===== src/rtl/logic_sweep_ctrl.sv =====
// Clocked self-test sequencer for the 4-in / 3-out logic_function block: sweeps x, captures y, checks y/yinv complementarity.
// Optional build macro LOGIC_SWEEP_GRAY_EN selects Gray-order application of the full sweep.
module logic_sweep_ctrl #(
    parameter int SETTLE_CYCLES = 2,
    parameter int NUM_OUT       = 3
) (
    input  logic               clk,
    input  logic               rst,
    input  logic               start,
    input  logic               single,
    input  logic [3:0]         sel_vec,
    output logic [3:0]         x,
    input  logic [NUM_OUT-1:0] y_in,
    input  logic [NUM_OUT-1:0] yinv_in,
    output logic               busy,
    output logic               done,
    output logic               err,
    output logic [4:0]         err_count,
    input  logic [3:0]         rd_addr,
    output logic [NUM_OUT-1:0] rd_data
);

    localparam logic [2:0] S_IDLE    = 3'd0;
    localparam logic [2:0] S_DRIVE   = 3'd1;
    localparam logic [2:0] S_SETTLE  = 3'd2;
    localparam logic [2:0] S_CAPTURE = 3'd3;
    localparam logic [2:0] S_FINISH  = 3'd4;

    localparam logic [3:0]         SETTLE_LOAD = 4'(SETTLE_CYCLES);
    localparam logic [NUM_OUT-1:0] ALL_ONES    = {NUM_OUT{1'b1}};

    function automatic logic [3:0] f_sweep_vec(input logic [3:0] cnt);
`ifdef LOGIC_SWEEP_GRAY_EN
        f_sweep_vec = cnt ^ {1'b0, cnt[3:1]};
`else
        f_sweep_vec = cnt;
`endif
    endfunction

    logic [2:0]         r_state;
    logic [3:0]         r_cnt;
    logic [3:0]         r_settle;
    logic [3:0]         r_x;
    logic               r_single;
    logic               r_busy;
    logic               r_done;
    logic               r_err;
    logic [4:0]         r_err_count;
    logic [NUM_OUT-1:0] r_result [16];

    logic               w_viol;
    logic [3:0]         w_cnt_nxt;

    assign w_viol    = ((y_in ^ yinv_in) != ALL_ONES);
    assign w_cnt_nxt = r_cnt + 4'd1;

    // Sweep sequencer: x is loaded on the edge entering DRIVE so it is already applied during DRIVE.
    always_ff @(posedge clk) begin
        if (rst) begin
            r_state     <= S_IDLE;
            r_cnt       <= 4'd0;
            r_settle    <= 4'd0;
            r_x         <= 4'd0;
            r_single    <= 1'b0;
            r_busy      <= 1'b0;
            r_done      <= 1'b0;
            r_err       <= 1'b0;
            r_err_count <= 5'd0;
            for (int i = 0; i < 16; i++) begin
                r_result[i] <= '0;
            end
        end else begin
            r_done <= 1'b0;
            case (r_state)
                S_IDLE: begin
                    if (start) begin
                        r_state     <= S_DRIVE;
                        r_busy      <= 1'b1;
                        r_single    <= single;
                        r_err       <= 1'b0;
                        r_err_count <= 5'd0;
                        r_cnt       <= single ? sel_vec : 4'd0;
                        r_x         <= single ? sel_vec : f_sweep_vec(4'd0);
                    end
                end
                S_DRIVE: begin
                    if (SETTLE_CYCLES == 0) begin
                        r_state <= S_CAPTURE;
                    end else begin
                        r_state  <= S_SETTLE;
                        r_settle <= SETTLE_LOAD - 4'd1;
                    end
                end
                S_SETTLE: begin
                    if (r_settle == 4'd0) begin
                        r_state <= S_CAPTURE;
                    end else begin
                        r_settle <= r_settle - 4'd1;
                    end
                end
                S_CAPTURE: begin
                    r_result[r_x] <= y_in;
                    if (w_viol) begin
                        r_err <= 1'b1;
                        if (r_err_count < 5'd16) begin
                            r_err_count <= r_err_count + 5'd1;
                        end
                    end
                    if (r_single || (r_cnt == 4'd15)) begin
                        r_state <= S_FINISH;
                    end else begin
                        r_cnt   <= w_cnt_nxt;
                        r_x     <= f_sweep_vec(w_cnt_nxt);
                        r_state <= S_DRIVE;
                    end
                end
                S_FINISH: begin
                    r_state <= S_IDLE;
                    r_busy  <= 1'b0;
                    r_done  <= 1'b1;
                end
                default: begin
                    r_state <= S_IDLE;
                    r_busy  <= 1'b0;
                end
            endcase
        end
    end

    assign x         = r_x;
    assign busy      = r_busy;
    assign done      = r_done;
    assign err       = r_err;
    assign err_count = r_err_count;
    assign rd_data   = r_result[rd_addr];

endmodule


===== config.mk =====
export PLATFORM = sky130hd
export DESIGN_NAME = logic_sweep_ctrl
export DESIGN_NICKNAME = d
export VERILOG_FILES = /design/src/rtl/logic_sweep_ctrl.sv
export SDC_FILE = /design/constraint.sdc
export NUM_CORES = 1
export LEC_CHECK = 0
export CORE_MARGIN = 3
export CORE_UTILIZATION = 25
export DETAILED_ROUTE_END_ITERATION = 7
export GPL_TIMING_DRIVEN = 0
export PLACE_DENSITY = 0.38
export REMOVE_ABC_BUFFERS = 1
export SLEW_MARGIN = 15
export SYNTH_ARGS = -nofsm -noshare
export SYNTH_HDL_FRONTEND = slang
export SYNTH_SLANG_ARGS = --single-unit

===== constraint.sdc =====
create_clock -name clk -period 3.2 [get_ports clk]
set_input_delay 0.48 -clock clk [delete_from_list [all_inputs] [get_ports clk]]
set_output_delay 0.48 -clock clk [all_outputs]
set_load 0.05 [all_outputs]

# == Word level (Yosys, flattened, before mapping) ==
# Memory sizes are Yosys's and may differ from the RTL's.
# Cells that the tools add are included.
# classes
n_addsub,3
n_lt_le_gt_ge,1
n_eq_ne,12
mux,28
bitwise_logic,2
n_reduce_logical,14
# op_table
operator,n
4-bit 2-to-1 mux,5
4-bit one-hot mux with 2 select lines,2
5-bit 2-to-1 mux,3
3-bit 2-to-1 mux,4
2-bit != test (second input constant),6
3-bit one-hot mux with 4 select lines,1
1-bit 2-to-1 mux,10
5-bit one-hot mux with 2 select lines,1
2-bit AND reduction,4
3-bit by 2-bit equality test with 1-bit output (second input constant),2
3-bit AND reduction,2
3-bit OR reduction,2
5-bit by 1-bit adder with 5-bit output (second input constant),1
5-bit less-than comparator (second input constant),1
4-bit by 1-bit adder with 4-bit output (second input constant),1
4-bit equality test (second input constant),1
4-bit zero test,1
1-bit one-hot mux with 2 select lines,2
4-bit AND reduction,1
2-bit nonzero test,2
4-bit by 1-bit subtractor with 4-bit output (second input constant),1
3-bit by 1-bit equality test with 1-bit output (second input constant),1
3-bit equality test (second input constant),1
3-bit zero test,1
4 further kinds,4
# totals
ff_bits,20
ramBits,48
input_bits,18
elab_cells,69
n_memories,1
# mem_list
name,depth,width,read_ports,rd_clocked_by_memory_dff,wr,line,rtl
r_result,16,3,1,0,16,49,logic [NUM_OUT-1:0] r_result [16];

# == Longest topological paths before layout ==
# Gate-level depths: netlist of run 1.
# depth
ltp_word,6
mapped_depth,6

# == Worst setup path after synthesis of run 1 ==
# No wires, ideal clock.
# synth_path
kind,input -> output
startpoint,input port rd_addr[0]
endpoint,output port rd_data[0]
arrival_ps,1906
path_slack_ps,814
path_stages,3
path_cell_list,buf_2 mux4_2 mux4_2
# synth_via
elab_chain_cells,1
# synth_rtl
element,line,rtl
from (decl),19,"input logic [3:0] rd_addr,"
memory 16 x 3 bit,-,
to (decl),20,output logic [NUM_OUT-1:0] rd_data
# Every way passes these cells.

# == Final worst setup path of run 1 ==
# layout_path
startpoint,input port rd_addr[0]
endpoint,output port rd_data[2]
# Same word-level chain as after synthesis.

==> flow_summary.ini, run 1 <==
[placement]
numPortBuffers = 32
hpwlAfterDp_mm = 5.518
place_ws_ns = -0.7099
gp_congestion = 0.7013
dpl_cell_area_mm2 = 0.003882
place_inst = 475

[pwr]
p_per_area_mw_per_mm2 = 525.5
p_sw_w = 0.0005619
leakagePower_nw = 1.470
power_w = 0.002171
seq_power_share_pct = 47.1
pwr-share-comb_pct = 13.1
switching_share_pct = 25.88
ir_worst_vdd_mv = 0.1831
clockPowerShare_pct = 39.8
p_int_w = 0.001609

[detailed_routing]
ant_nets = 0
drtPass1Iterations = 4
via_per_inst = 4.471
post-route-drc-count = 0
vias = 2191
wirelength_mm = 8.114
drtIter0Drc = 96
wl_per_cell_um = 16.56

[synthesis]
yosysUniqueCellTypes = 43
synthSimpleGateAreaFrac_pct = 23.20
syn_inst = 285
synth-main-ff-cell = edfxtp_1
synth.area.mux_share_pct = 10.22
synthArstFlopShare_pct = 0
yosysSeqAreaShare_pct = 54.12
synth_xor_area_share_pct = 1.544
synth_warnings = 0
synth_edf_count = 48
synth_fa_ha_area_share_pct = 2.574
synth_compound_area_share_pct = 5.699
avgSynthCellArea_um2 = 11.94
synth_top_family_by_area = simple AND/OR/NAND/NOR gates
synth_seq_cells = 68
netlist_area_mm2 = 0.003403

[clock_network]
clk_latency_ns = 0.33
cts_buffers = 9
postCtsHoldBufs = 0
cts_max_level = 3
postCtsSetupBuffers = 0
cts_tree = done
clock_sinks = 68
ctsRootBufferMaster = clkbuf_16
path_clk_slew_ns = 0.06
clockBufferDepth = 2

[timing]
period_needed_ns = 3.017
fmax_mhz = 331.5
fin_crit_sh_pct = 94.28
final_max_slew_viol_count = 0
hold_viol_final = 0
rsz0062_at_grt = no
clock_skew_ns = 0.005566
fin_ws_ns = 0.1830
max_slew_margin_pct = 49.73
setup_viol = 0
hold_ws_ns = 0.3525
worstMarginPinSlew_ns = 0.7517

[cells_and_area]
diodes = 0
stdcell_area_mm2 = 0.004131
drive_gt1_share_pct = 18.24
regArea_mm2 = 0.001842
final_cell_mix = and2_1 (48), edfxtp_1 (48), clkdlybuf4s50_1 (28), nor2_1 (20), dfxtp_1 (20)
layout.cells.non_filler = 490
syn_to_final_growth_pct = 21.40
fill_cells = 1324
multi_input_area_mm2 = 0.001471
fin_nets = 339

[global_route]
antenna_found_initial = 0
grt-ovfl-total = 0
grt_max_degree = 37
first_global_vias = 2328
grt_first_pass_wirelength_mm = 12.94
grt_use_total_pct = 11.66

[worst_hold_path]
holdCritPathClass = in2reg
whs_path_depth = 2

[critical_path]
path_class = in2out
cp.arrival_ns = 2.54
rr_worst_depth = 4
critPathCaptureType = primary output
cp_max_fo = 12
crit_path_start_kind = input pin
required_ns = 2.72

[floorplanning]
dieHeight_um = 122.7
initial_core_util_pct = 26.22
rows = 41
dieArea_mm2 = 0.01505
die_w_um = 122.7
core_mm2 = 0.01298
ios = 33

[run_status]
outcome = finished, final reports clean

[run]
maxCapViolations = 0
[timing repair]
action	in CTS	in global routing
resized for setup	8	2
setup endpoints to repair	3	2
pin swaps	0	0
gates cloned	0	0
[power by group through the flow]
stage,clock (W),combinational [W],sequential [W]
final,0.000865,0.000283,0.00102
after global routing,0.000942,0.000311,0.00103
after CTS,0.000900,0.000289,0.00102
after detailed placement,0,0.000290,0.00104
after global placement,0,0.000289,0.00104
after floorplan,0,0.000151,0.00106
[worst paths after layout]
kind,from,endpoint,slack (ns)
setup / recovery,rd_addr[0],rd_data[2],0.18
hold / removal,rst,err_count[0],0.35
setup reg to reg,r_state[0],r_result[0][2],1.24
hold reg to reg,err,err,0.49
[final cells by class]
cell class                      instances  share of cell area [%]
Clock inverter                          6                  0.7874
Timing Repair Buffer                   33                   7.904
Tap cell                              172                   5.209
Sequential cell                        68                   44.58
Clock buffer                            9                   5.451
Inverter                                5                  0.4543
Multi-Input combinational cell        197                   35.61
[synth_stat cells (3+ instances only)]
| library cell | count | share of area, % |
|---|---|---|
| nand2_1 | 15 | 1.7 |
| nor3_1 | 11 | 1.6 |
| clkbuf_1 | 10 | 1.1 |
| edfxtp_1 | 48 | 42 |
| inv_1 | 5 | 0.55 |
| nor2_1 | 20 | 2.2 |
| mux4_2 | 15 | 9.9 |
| and2_1 | 48 | 8.8 |
| ha_1 | 7 | 2.6 |
| a31oi_1 | 4 | 0.74 |
| nand3_1 | 9 | 1.3 |
| dfxtp_1 | 20 | 12 |
| xor2_1 | 5 | 1.3 |
| buf_2 | 3 | 0.44 |
| or2_2 | 17 | 3.1 |
| a21oi_1 | 12 | 1.8 |
| o21ai_0 | 3 | 0.44 |
[flip-flops by register name, summed over array words and instances (netlist names)]
| name | count |
|---|---|
| done | 1 |
| x | 4 |
| busy | 1 |
| err_count | 5 |
| err | 1 |
| r_state | 3 |
| r_settle | 4 |
| r_result | 48 |
| r_single | 1 |
[critical path: stages]
cell,delay [ns]
clkbuf_4,0.28
mux4_2,0.58
mux4_2,0.48
clkdlybuf4s50_1,0.71
[kinds of logic (layout without fill, tap and decap cells)]
| group | after synthesis | after routing |
|---|---|---|
| xor gates and xnor gates | 6 | 6 |
| and+or+nand+nor | 137 | 137 |
| adders and majority gates | 7 | 7 |
| AOI/OAI and AO/OA | 31 | 31 |
| muxes | 16 | 16 |
| buffers and inverters | 20 | 53 |
| DFF | 68 | 68 |
[stage by stage]
stage / utilization (%) / setup TNS, ns
after global routing: 31.83 / 0
after global placement: 29.80 / -11.09
final: 31.83 / 0
after detailed placement: 29.91 / -2.070
after floorplan: - / 0
after CTS: 31.85 / 0
[routing by layer]
metal / share of wire, % / track usage (%)
met1: 48 / 15.04
met2: 46 / 18.24
met3: 4.4 / 4.470
met4: 1.4 / 3.289
met5: 0 / 0
(Power assumes the default switching activity.)
==> run 2: changes to the inputs <==
Settings changed: CORE_ASPECT_RATIO set to 1.25.
==> run 2 against run 1 <==
Net effect: worst hold slack better by 0.14 ns; largest cell class unchanged; largest power group is now the clock network; combinational power shrank 2%; maximum frequency is 2.8% lower; via count down 0.87%; register-to-register slack worse by 0.02 ns.
==> flow_summary.ini, run 2 (synthesis gave the netlist of run 1 again) <==
[timing]
fin_ws_ns = 0.09662
period_needed_ns = 3.103
clock_skew_ns = 0.005461
fmax_mhz = 322.2
max_slew_margin_pct = 51.05
rsz0062_at_grt = no
setup_viol = 0
fin_crit_sh_pct = 96.98
final_max_slew_viol_count = 0
hold_viol_final = 0
worstMarginPinSlew_ns = 0.7342

[pwr]
seq_power_share_pct = 43.9
p_int_w = 0.001768
leakagePower_nw = 1.486
p_sw_w = 0.0005592
p_per_area_mw_per_mm2 = 560.0
switching_share_pct = 24.03
pwr-share-comb_pct = 11.9
clockPowerShare_pct = 44.2
ir_worst_vdd_mv = 0.2810

[critical_path]
crit_path_start_kind = input pin
critPathCaptureType = primary output
path_cells = buf_2, mux4_2, mux4_2, clkdlybuf4s50_1
slowest_delay_ns = 0.71
crit_top_cell = mux4_2
slowest_stage = clkdlybuf4s50_1
reg2reg_from = r_state[0]
cp_max_fo = 12
path_class = in2out
required_ns = 2.72
startpoint = rd_addr[0]
cp.arrival_ns = 2.62

[floorplanning]
core_mm2 = 0.01329
rows = 47
dieArea_mm2 = 0.01506
die_w_um = 110.4
dieHeight_um = 136.4
ios = 33
initial_core_util_pct = 25.61

[global_route]
grt-ovfl-total = 0
grt_first_pass_wirelength_mm = 12.63
grt_use_total_pct = 11.37
antenna_found_initial = 0
first_global_vias = 2290
grt_max_degree = 38

[cells_and_area]
fin_nets = 338
largest_reg_flops = 48
largest_register = r_result
final_core_util_pct = 31.27
diodes = 0
final_cell_mix = and2_1 (48), edfxtp_1 (48), clkdlybuf4s50_1 (27), nor2_1 (20), dfxtp_1 (20)
fill_cells = 1382
drive_gt1_share_pct = 17.61
syn_to_final_growth_pct = 22.13
layout.cells.non_filler = 489

[detailed_routing]
vias = 2172
highest_layer = met4
drtIter0Drc = 69
via_per_inst = 4.442
met3_length_um = 305
wirelength_mm = 7.937
wl_met2_mm = 3.908
post-route-drc-count = 0
m1WireLength_mm = 3.651
drtPass1Iterations = 4
ant_nets = 0
wl_per_cell_um = 16.23

[clock_network]
cts_buffers = 9
clockBufferDepth = 2
clock_sinks = 68
cts_max_level = 3
ctsRootBufferMaster = clkbuf_16
postCtsSetupBuffers = 0
clk_latency_ns = 0.32
path_clk_slew_ns = 0.05
cts_tree = done

[worst_hold_path]
holdCritPathClass = reg2reg
min_from = r_single

[run]
maxCapViolations = 0

[placement]
numPortBuffers = 32
place_inst = 473
place_ws_ns = -0.6839
hpwlAfterDp_mm = 5.349
gp_congestion = 0.7196

[run_status]
outcome = finished, final reports clean
## run 2: through the flow
| step | power (W) | hold slack (ns) | setup TNS, ns | cell area [um2] |
|---|---|---|---|---|
| finish | 0.002328 | 0.4922 | 0 | 4156 |
| global placement | 0.001330 | 0.4768 | -7.936 | 3866 |
| detailed placement | 0.001326 | 0.4839 | -2.018 | 3861 |
| CTS | 0.002365 | 0.4941 | 0 | 4160 |
| floorplan | 0.001206 | 0.4557 | 0 | 3332 |
| global route | 0.002436 | 0.5431 | 0 | 4156 |
## run 2: worst paths after layout
path | end | slack, ns | cells past startpoint
setup / recovery | rd_data[1] | 0.1 | 4
hold / removal | r_single | 0.49 | 2
setup reg to reg | r_result[2][2] | 1.22 | 4
hold reg to reg | r_single | 0.49 | 2
## run 2: worst max-delay path, delay by kind of cell
family,cells,cell delay [ns]
buffers and inverters,2,1.07
multiplexers,2,1.07
## run 2: area by class of cell
type / count / area [um2] / share of cell area, %
Inverter: 5 / 18.77 / 0.4515
Multi-Input combinational cell: 197 / 1471 / 35.40
Clock buffer: 10 / 229.0 / 5.509
Sequential cell: 68 / 1842 / 44.31
Timing Repair Buffer: 32 / 302.8 / 7.285
Clock inverter: 6 / 78.83 / 1.896
Tap cell: 171 / 214.0 / 5.147
## run 2: timing repair
item / 4_1_cts / 5_1_grt
gates resized for setup: 8 / 2
setup endpoints to repair: 3 / 1
hold buffers: 0 / 0
pin swaps: 0 / 0
## run 2: power groups by stage
stage | combinational (W) | sequential, W | clock [W]
CTS | 0.000283 | 0.00102 | 0.00106
floorplan | 0.000151 | 0.00106 | 0
global placement | 0.000288 | 0.00104 | 0
global route | 0.000304 | 0.00103 | 0.00110
detailed placement | 0.000285 | 0.00104 | 0
finish | 0.000277 | 0.00102 | 0.00103
## run 2: layer usage
layer | vias to the layer above | GRT usage, %
li1 | 1091 | -
met1 | 1029 | 14.55
met2 | 46 | 18.72
met3 | 6 | 2.945
met4 | 0 | 3.491
met5 | - | 0
==> run 3: changes to the inputs <==
Settings changed: CORE_MARGIN 3 to unset, GPL_TIMING_DRIVEN 0 to unset.
==> run 3 against run 2 <==
Net effect: power up 1.7%; die area down 6.4%; worst setup slack better by 0.21 ns; critical path depth up 1; register-to-register slack worse by 0.06 ns; non-clock buffer count up 6; first-iteration DRC count up 49%; combinational power up 5%; critical endpoint is now rd_data[0]; largest cell class unchanged.
==> flow_summary.ini, run 3 (synthesis gave the netlist of run 1 again) <==
[run_status]
outcome = finished, final reports clean

[floorplanning]
initial_core_util_pct = 25.61
core_mm2 = 0.01329
die_w_um = 106.4
dieHeight_um = 132.4
dieArea_mm2 = 0.01409
ios = 33
rows = 47

[clock_network]
cts_max_level = 3
path_clk_slew_ns = 0.06
clockBufferDepth = 2
ctsRootBufferMaster = clkbuf_16
post_cts_resized = 0
postCtsHoldBufs = 0
postCtsSetupBuffers = 0
cts_buffers = 9
clk_latency_ns = 0.33
cts_tree = done
clock_sinks = 68

[critical_path]
rr_worst_depth = 4
path_class = in2out
required_ns = 2.72
critPathCaptureType = primary output
reg2reg_to = r_result[3][0]
startpoint = rd_addr[0]
reg2reg_from = r_state[0]
crit_path_start_kind = input pin
r2r_slack_ns = 1.16
cp.arrival_ns = 2.41
cp_max_fo = 12

[detailed_routing]
post-route-drc-count = 0
drtIter0Drc = 103
wl_per_cell_um = 17.69
ant_nets = 0
drtPass1Iterations = 4
vias = 2245
wirelength_mm = 8.740
via_per_inst = 4.545

[worst_hold_path]
hold_end = err
holdCritPathClass = reg2reg
min_from = err
whs_path_depth = 2

[pwr]
p_per_area_mw_per_mm2 = 561.2
leakagePower_nw = 1.512
ir_worst_vdd_mv = 0.3080

[placement]
dpl_cell_area_mm2 = 0.003904
hpwlAfterDp_mm = 6.241
numPortBuffers = 32
gp_congestion = 0.7479

[timing]
clock_skew_ns = 0.008826
fin_setup_tns_ns = 0
rsz0062_at_grt = no
period_needed_ns = 2.890
final_max_slew_viol_count = 0
hold_viol_final = 0
worstMarginPinSlew_ns = 0.6654
max_slew_margin_pct = 55.34
fin_crit_sh_pct = 90.32
fmax_mhz = 346.0
setup_viol = 0

[global_route]
grt_max_degree = 37
first_global_vias = 2281
grt_first_pass_wirelength_mm = 13.85
grt_use_total_pct = 13.54
grt-ovfl-total = 0
antenna_found_initial = 0

[run]
maxCapViolations = 0

[cells_and_area]
syn_to_final_growth_pct = 23.97
largest_reg_flops = 48
stdcell_area_mm2 = 0.004219
drive_gt1_share_pct = 19.50
final_cell_mix = and2_1 (48), edfxtp_1 (48), clkdlybuf4s50_1 (29), nor2_1 (20), dfxtp_1 (20)
largest_register = r_result
diodes = 0
fin_nets = 344
fill_cells = 1410
run 3: cell types whose count changed in the layout (fill, tap and decap cells not counted):
cell,delta
buf_2,-2
buf_4,+9
clkbuf_1,-1
clkbuf_2,-1
clkdlybuf4s50_1,+2
clkinv_1,-1
clkinv_2,-2
clkinv_4,+2
clkinvlp_4,+1
dlygate4sd2_1,-2
run 3: report_power, final:
| part | switching [W] | leakage (nW) | total, W | internal [W] |
|---|---|---|---|---|
| Sequential | 0.0000432 | 0.658 | 0.00102 | 0.000979 |
| Combinational | 0.000170 | 0.702 | 0.000292 | 0.000122 |
| Clock | 0.000375 | 0.151 | 0.00105 | 0.000678 |
| Total | 0.000588 | 1.51 | 0.00237 | 0.00178 |
run 3: layout make-up:
class	instances	area [um2]	share of cell area [%]
Clock inverter	6	90.09	2.135
Inverter	5	18.77	0.4448
Tap cell	171	214.0	5.071
Multi-Input combinational cell	197	1471	34.88
Clock buffer	9	225.2	5.338
Timing Repair Buffer	38	357.8	8.482
Sequential cell	68	1842	43.65
run 3: routing by layer:
layer  vias to the layer above  global-route usage [%]  routed length [um]
li1                       1104                       -                   -
met1                      1078                   17.03                3816
met2                        52                   22.84                4516
met3                        11                   3.054                 309
met4                         0                   4.398                  98
met5                         -                       0                   0
run 3: worst max-delay path by stage:
| stage | endpoint | slack, ns | cells past startpoint |
|---|---|---|---|
| after global routing | rd_data[1] | 0.22 | 5 |
| final | rd_data[0] | 0.31 | 5 |
| after detailed placement | rd_data[0] | 0.28 | 5 |
| after CTS | rd_data[0] | 0.28 | 5 |
| after global placement | rd_data[0] | 0.31 | 5 |
| after floorplan | rd_data[0] | 1.15 | 2 |
run 3: worst max-delay path: stages:
cell,delay (ns)
clkdlybuf4s50_1,0.46
buf_4,0.25
mux4_2,0.54
mux4_2,0.48
buf_4,0.20
run 3: per-stage QoR:
stage	total power [W]	setup WS, ns	std cells	hold WS (ns)	util [%]
2_1_floorplan	0.001206	1.146	270	0.4557	-
3_3_place_gp	0.001340	0.3107	479	0.4834	29.37
3_5_place_dp	0.001337	0.2814	479	0.4842	29.37
4_1_cts	0.002400	0.2791	494	0.4986	31.75
5_1_grt	0.002464	0.2218	494	0.5161	31.75
6_report	0.002368	0.3097	494	0.4928	31.75
